## src/rtl/fpu_sched.sv

```systemverilog
// fpu_sched: round-robin scheduler that shares one fully pipelined,
// fixed-latency FPU among NUM_REQ requesters. Each issued op carries its
// requester id down a tag pipe that lines up with the FPU result, so the
// result is returned to the requester that sent it.
//
// Optional build macro: FPU_SCHED_STATS_EN adds stat_issued (per-requester
// accepted-op counters) and stat_inflight (ops accepted but not yet answered).
//
// Handshake: a requester transfer happens on a rising clk edge where
// req_valid[i] && req_ready[i]. req_ready is combinational, one-hot or zero,
// and depends only on req_valid and internal state. Responses (rsp_valid)
// are single-cycle strobes with no back-pressure.
module fpu_sched #(
    parameter int NUM_REQ     = 4,
    parameter int FPU_LATENCY = 3,
    localparam int ID_W       = $clog2(NUM_REQ)
) (
    input  logic                   clk,
    input  logic                   reset_n,
    input  logic [NUM_REQ-1:0]     req_valid,
    output logic [NUM_REQ-1:0]     req_ready,
    input  logic [32*NUM_REQ-1:0]  req_opA,
    input  logic [32*NUM_REQ-1:0]  req_opB,
    input  logic [2*NUM_REQ-1:0]   req_op,
    input  logic                   drain_req,
    output logic                   idle,
    output logic                   fpu_issue,
    output logic [31:0]            fpu_opA,
    output logic [31:0]            fpu_opB,
    output logic [1:0]             fpu_op,
    input  logic [31:0]            fpu_out,
    output logic [NUM_REQ-1:0]     rsp_valid,
    output logic [31:0]            rsp_data,
`ifdef FPU_SCHED_STATS_EN
    output logic [32*NUM_REQ-1:0]  stat_issued,
    output logic [$clog2(FPU_LATENCY+2):0] stat_inflight,
`endif
    output logic [1:0]             dbg_state
);

    localparam logic [1:0] ST_RUN   = 2'd0;
    localparam logic [1:0] ST_DRAIN = 2'd1;
    localparam logic [1:0] ST_HALT  = 2'd2;

    localparam logic [ID_W-1:0] RR_INIT = ID_W'(NUM_REQ - 1);

    logic [1:0]                       state_q, state_d;
    logic [ID_W-1:0]                  rr_q, rr_d;

    logic                             iss_vld_q, iss_vld_d;
    logic [ID_W-1:0]                  iss_id_q, iss_id_d;
    logic [31:0]                      iss_a_q, iss_a_d;
    logic [31:0]                      iss_b_q, iss_b_d;
    logic [1:0]                       iss_op_q, iss_op_d;

    logic [FPU_LATENCY-1:0]           tag_vld_q, tag_vld_d;
    logic [FPU_LATENCY-1:0][ID_W-1:0] tag_id_q, tag_id_d;

    logic [NUM_REQ-1:0]               rsp_valid_q, rsp_valid_d;
    logic [31:0]                      rsp_data_q, rsp_data_d;

    logic                             grant_found;
    logic [ID_W-1:0]                  grant_id;
    logic                             accept;
    logic                             tag_exit;
    logic                             pipe_empty;

    // Round-robin search: first valid requester after the last one granted.
    always_comb begin
        grant_found = 1'b0;
        grant_id    = rr_q;
        for (int k = 1; k <= NUM_REQ; k++) begin
            if (!grant_found && req_valid[(int'(rr_q) + k) % NUM_REQ]) begin
                grant_found = 1'b1;
                grant_id    = ID_W'((int'(rr_q) + k) % NUM_REQ);
            end
        end
    end

    // Ready only in RUN and out of reset, so all outputs read 0 during reset.
    always_comb begin
        req_ready = '0;
        if (reset_n && (state_q == ST_RUN) && grant_found) begin
            req_ready[grant_id] = 1'b1;
        end
    end

    assign accept     = |(req_valid & req_ready);
    assign tag_exit   = tag_vld_q[FPU_LATENCY-1];
    assign pipe_empty = !iss_vld_q && (tag_vld_q == '0);

    // Mode control: dropping drain_req always returns to RUN first.
    always_comb begin
        state_d = state_q;
        case (state_q)
            ST_RUN: begin
                if (drain_req) state_d = ST_DRAIN;
            end
            ST_DRAIN: begin
                if (!drain_req)      state_d = ST_RUN;
                else if (pipe_empty) state_d = ST_HALT;
            end
            ST_HALT: begin
                if (!drain_req) state_d = ST_RUN;
            end
            default: state_d = ST_RUN;
        endcase
    end

    // Issue register, tag pipe and response register next values.
    always_comb begin
        rr_d      = accept ? grant_id : rr_q;

        iss_vld_d = accept;
        iss_id_d  = iss_id_q;
        iss_a_d   = iss_a_q;
        iss_b_d   = iss_b_q;
        iss_op_d  = iss_op_q;
        if (accept) begin
            iss_id_d = grant_id;
            iss_a_d  = req_opA[32*grant_id +: 32];
            iss_b_d  = req_opB[32*grant_id +: 32];
            iss_op_d = req_op[2*grant_id +: 2];
        end

        // Stage 0 takes the op being issued this cycle; the last stage lines
        // up with the FPU result for that op.
        tag_vld_d    = tag_vld_q;
        tag_id_d     = tag_id_q;
        tag_vld_d[0] = iss_vld_q;
        tag_id_d[0]  = iss_id_q;
        for (int k = 1; k < FPU_LATENCY; k++) begin
            tag_vld_d[k] = tag_vld_q[k-1];
            tag_id_d[k]  = tag_id_q[k-1];
        end

        rsp_valid_d = '0;
        rsp_data_d  = rsp_data_q;
        if (tag_exit) begin
            rsp_valid_d[tag_id_q[FPU_LATENCY-1]] = 1'b1;
            rsp_data_d = fpu_out;
        end
    end

    // State, pointer, issue, tag and response registers.
    always_ff @(posedge clk or negedge reset_n) begin
        if (!reset_n) begin
            state_q     <= ST_RUN;
            rr_q        <= RR_INIT;
            iss_vld_q   <= 1'b0;
            iss_id_q    <= '0;
            iss_a_q     <= '0;
            iss_b_q     <= '0;
            iss_op_q    <= '0;
            tag_vld_q   <= '0;
            tag_id_q    <= '0;
            rsp_valid_q <= '0;
            rsp_data_q  <= '0;
        end else begin
            state_q     <= state_d;
            rr_q        <= rr_d;
            iss_vld_q   <= iss_vld_d;
            iss_id_q    <= iss_id_d;
            iss_a_q     <= iss_a_d;
            iss_b_q     <= iss_b_d;
            iss_op_q    <= iss_op_d;
            tag_vld_q   <= tag_vld_d;
            tag_id_q    <= tag_id_d;
            rsp_valid_q <= rsp_valid_d;
            rsp_data_q  <= rsp_data_d;
        end
    end

    assign fpu_issue = iss_vld_q;
    assign fpu_opA   = iss_a_q;
    assign fpu_opB   = iss_b_q;
    assign fpu_op    = iss_op_q;
    assign rsp_valid = rsp_valid_q;
    assign rsp_data  = rsp_data_q;
    assign idle      = (state_q == ST_HALT);
    assign dbg_state = state_q;

`ifdef FPU_SCHED_STATS_EN
    localparam int INF_W = $clog2(FPU_LATENCY + 2) + 1;

    logic [NUM_REQ-1:0][31:0] stat_issued_q, stat_issued_d;
    logic [INF_W-1:0]         inflight_q, inflight_d;

    // Count accepts per requester; in-flight rises on accept, falls on response.
    always_comb begin
        stat_issued_d = stat_issued_q;
        if (accept) begin
            stat_issued_d[grant_id] = stat_issued_q[grant_id] + 32'd1;
        end
        inflight_d = inflight_q;
        case ({accept, tag_exit})
            2'b10:   inflight_d = inflight_q + INF_W'(1);
            2'b01:   inflight_d = inflight_q - INF_W'(1);
            default: inflight_d = inflight_q;
        endcase
    end

    // Statistics registers.
    always_ff @(posedge clk or negedge reset_n) begin
        if (!reset_n) begin
            stat_issued_q <= '0;
            inflight_q    <= '0;
        end else begin
            stat_issued_q <= stat_issued_d;
            inflight_q    <= inflight_d;
        end
    end

    assign stat_issued   = stat_issued_q;
    assign stat_inflight = inflight_q;
`endif

endmodule

```

## config.mk

```make
export PLATFORM = sky130hd
export DESIGN_NAME = fpu_sched
export DESIGN_NICKNAME = d
export VERILOG_FILES = /design/src/rtl/fpu_sched.sv
export SDC_FILE = /design/constraint.sdc
export NUM_CORES = 1
export LEC_CHECK = 0
export ABC_AREA = 1
export BUFFER_PORTS_ARGS = -buffer_cell sky130_fd_sc_hd__buf_2
export CORE_AREA = 8 8 156 158
export DETAILED_ROUTE_END_ITERATION = 16
export DIE_AREA = 0 0 164 166
export PLACE_DENSITY_LB_ADDON = 0.12
export SLEW_MARGIN = 15
export SYNTH_ARGS = -nofsm -noshare
export SYNTH_HDL_FRONTEND = slang
export SYNTH_SLANG_ARGS = --single-unit
```

## constraint.sdc

```tcl
create_clock -name clk -period 4.44 [get_ports clk]
set_input_delay 0.444 -clock clk [delete_from_list [all_inputs] [get_ports clk]]
set_output_delay 0.444 -clock clk [all_outputs]
set_load 0.02 [all_outputs]
```

==> flow_metrics.tcl <==
set metrics [dict create \
    synth-seq-cells 118 \
    routed_wl_um 30800 \
    synth.most_common_cell "nand2_1" \
    clk_pin_slew_worst_paths_ps 60 \
    area_delta_synth_final_pct 32.3 \
    crit_path_max_fanout 68 \
    core_um2 22100 \
    crit_chain "inv_2 > nand2_1 > nand2_1 > nand2_1 > nand2_4 > nor2_8 > nand3_1 > nand2_2 > buf_4 > nor3_1 > buf_2" \
    slew_headroom 0.295 \
    fin_nets 1918 \
    cp.depth 11 \
    finalHoldViolCount 0 \
    gr-total-overflow 0 \
    cts.sinks 118 \
    synthCells 1261 \
    crit_type "flop to output pin" \
    p_leak_nw 6.75 \
    critPathCaptureType "output pin" \
    synth_top_cell_by_area "dfrtp_1" \
    die_h_um 166 \
    rsz0062_at_grt "no" \
    synth.cell_area_um2 8010 \
    grt_pass1_vias 9400 \
    timing.fmax_mhz 289 \
    slowest_delay_ps 680 \
    startpoint_type "flop" \
    timing.hold.ws_ps 232 \
    fin_crit_sh 0.779 \
    fin_setup_tns_ps 0 \
    syn_nets 1564 \
    reg2reg_depth 15 \
    drtPass1Iterations 5 \
    cell_internal_pwr_mw 4.57 \
    crit_path_top_delay_cell "dfstp_2" \
    rows 55 \
    synthFlopType "dfrtp_1" \
    power_frac_clock 0.127 \
    cts_buffer_depth 2 \
    gp_congestion 0.848 \
    cp_common_cell "nand2_1" \
    period_needed_ps 3460 \
    ys_seq_area_frac 0.369 \
    synth.distinct_cells 24 \
    cts.repair.resized 0 \
    pwr-share-seq 0.183 \
    initial_core_util 0.362 \
    drt-wirelength-per-cell_um 16.1 \
    numPortBuffers 412 \
    r2r_end "fpu_opB[30]" \
    ys_top_cells_by_area "dfrtp_1, nand2_1, nand3_1, inv_1, buf_2" \
    drt_iter0_markers 547 \
    crit_end "req_ready[2]" \
    rrSetupSlack_ps 1360 \
    slew_viol_final 0 \
    cp.arrival_ps 3020 \
    switchingPower_mw 5.79 \
    yosys-top-cells-count "nand2_1, nand3_1, inv_1, dfrtp_1, buf_2" \
    regArea_um2 2960 \
    yosysWarnings 0 \
    yosys.area.top_type_share 0.363 \
    swShare 0.559 \
    outcome "finished, final reports clean" \
    multi_input_area_um2 3960 \
    finalSetupViolCount 0 \
    die_x_um 164 \
    worst-path-buf-inv 3 \
    vias_per_cell 4.81 \
    cts_setup_buffers 0 \
    drive_above_1_share 0.297 \
    peakVddDrop_mv 0.894 \
    combPwrFrac 0.690 \
    h-tree-depth 4 \
    synth_edf_count 0 \
    min_path_type "input port to flop" \
    worstSetupStartpoint "rr_q[0]" \
    vias 9223 \
    powerDensity_nw_per_um2 977 \
    critPathTopFamily "buffers and inverters" \
    cap_violations 0 \
    cts_hold_buf 0 \
    avgSynthCellArea_um2 6.35 \
    numCtsBuffers 17 \
    drcViolationCount 0 \
    clkLatencyLatePin_ps 410 \
    cts_tree "built" \
    synth-async-reset-ratio 1.00 \
    antenna_found_initial 4 \
    nFillCells 2402 \
    tightest_slew_ps 1050 \
    timing.rr.start "rr_q[0]" \
    dp_hpwl_um 22400 \
    grt_max_degree 77 \
    die_area_um2 27200 \
    track_usage 0.223 \
    cts-root-buf "clkbuf_16" \
    grt_pass1_wl_um 49200 \
    clock_skew_ps 9.32 \
    ios 413 \
    crit_required_ps 4000 \
    postRouteAntennaNets 0 \
]
[per-stage QoR]
step                      instance area (um2)  utilization  power (mW)  setup slack [ps]  std cells
after floorplan                          8010            -        7.50              1850       1261
after global placement                  10000        0.454        9.08              1450       1881
after detailed placement                10000        0.454        9.14              1370       1881
after CTS                               10600        0.479        10.5               981       1913
after global routing                    10600        0.480        11.5               783       1916
final                                   10600        0.480        10.4               980       1917
[worst min-delay path, cell delays in order]
cell	delay, ps
buf_2	70
nand2_1	40
nand2_1	50
[worst min-delay path by stage]
stage | start | to | slack (ps) | cells after the start
after floorplan | reset_n | dbg_state[0] | 150 | 0
after global placement | tag_id_d[5] | tag_id_q[5] | 340 | 0
after detailed placement | tag_id_d[4] | tag_id_q[4] | 340 | 0
after CTS | fpu_out[5] | rsp_data[5] | 210 | 3
after global routing | fpu_out[13] | rsp_data[13] | 230 | 3
final | fpu_out[5] | rsp_data[5] | 230 | 3
[metal layers]
layer / wire length (um) / vias up / track usage
met1: 12700 / 4165 / 0.268
met5: 13 / - / 0
li1: - / 4654 / -
met3: 2680 / 53 / 0.0704
met2: 14600 / 349 / 0.366
met4: 833 / 2 / 0.0846
[final cells by class]
| type | count | area share |
|---|---|---|
| clock inverters | 14 | 0.0119 |
| diodes | 4 | 0.000945 |
| inverters | 146 | 0.0517 |
| flip-flops and latches | 118 | 0.279 |
| clock buffers | 18 | 0.0414 |
| multi-input cells | 903 | 0.373 |
| well taps | 285 | 0.0337 |
| repair buffers | 429 | 0.208 |
[cell families after synthesis]
family          count (synthesis)  synth area share
simple gates                  895             0.487
buf+inv                       240             0.139
flops                         118             0.369
compound gates                  8           0.00516
[power by group through the flow]
stage	combinational (mW)	sequential (mW)	clock (mW)
floorplan	5.09	2.41	0
global placement	7.18	1.90	0
detailed placement	7.24	1.90	0
CTS	7.25	1.90	1.35
global route	8.15	1.97	1.39
finish	7.15	1.89	1.31
[registers in the layout, indices dropped and copies added, names as in the netlist]
name	cells
dbg_state	2
fpu_issue	1
fpu_op	2
fpu_opA	32
fpu_opB	32
iss_id_q	2
rr_q	2
rsp_data	32
rsp_valid	4
tag_id_d	4
tag_id_q	2
tag_vld_q	3
[cell usage in the layout (no fill, tap or decap), types with 2 or more instances in the layout]
cell type	synthesis	final
nand2_1	529	529
buf_2	43	411
nand3_1	339	339
inv_1	139	139
dfrtp_1	116	116
clkbuf_16	0	17
buf_4	12	17
nor3_1	8	8
inv_2	6	6
nand2_2	7	5
clkinv_4	0	5
diode_2	0	4
nand3_4	3	4
clkinv_2	0	4
nand2_4	1	3
a21oi_1	3	3
o21ai_1	3	3
nand4_1	2	2
nor2_1	2	2
inv_6	0	2
clkinvlp_4	0	2
dfstp_2	2	2
Power figures use the tool's default switching activity.
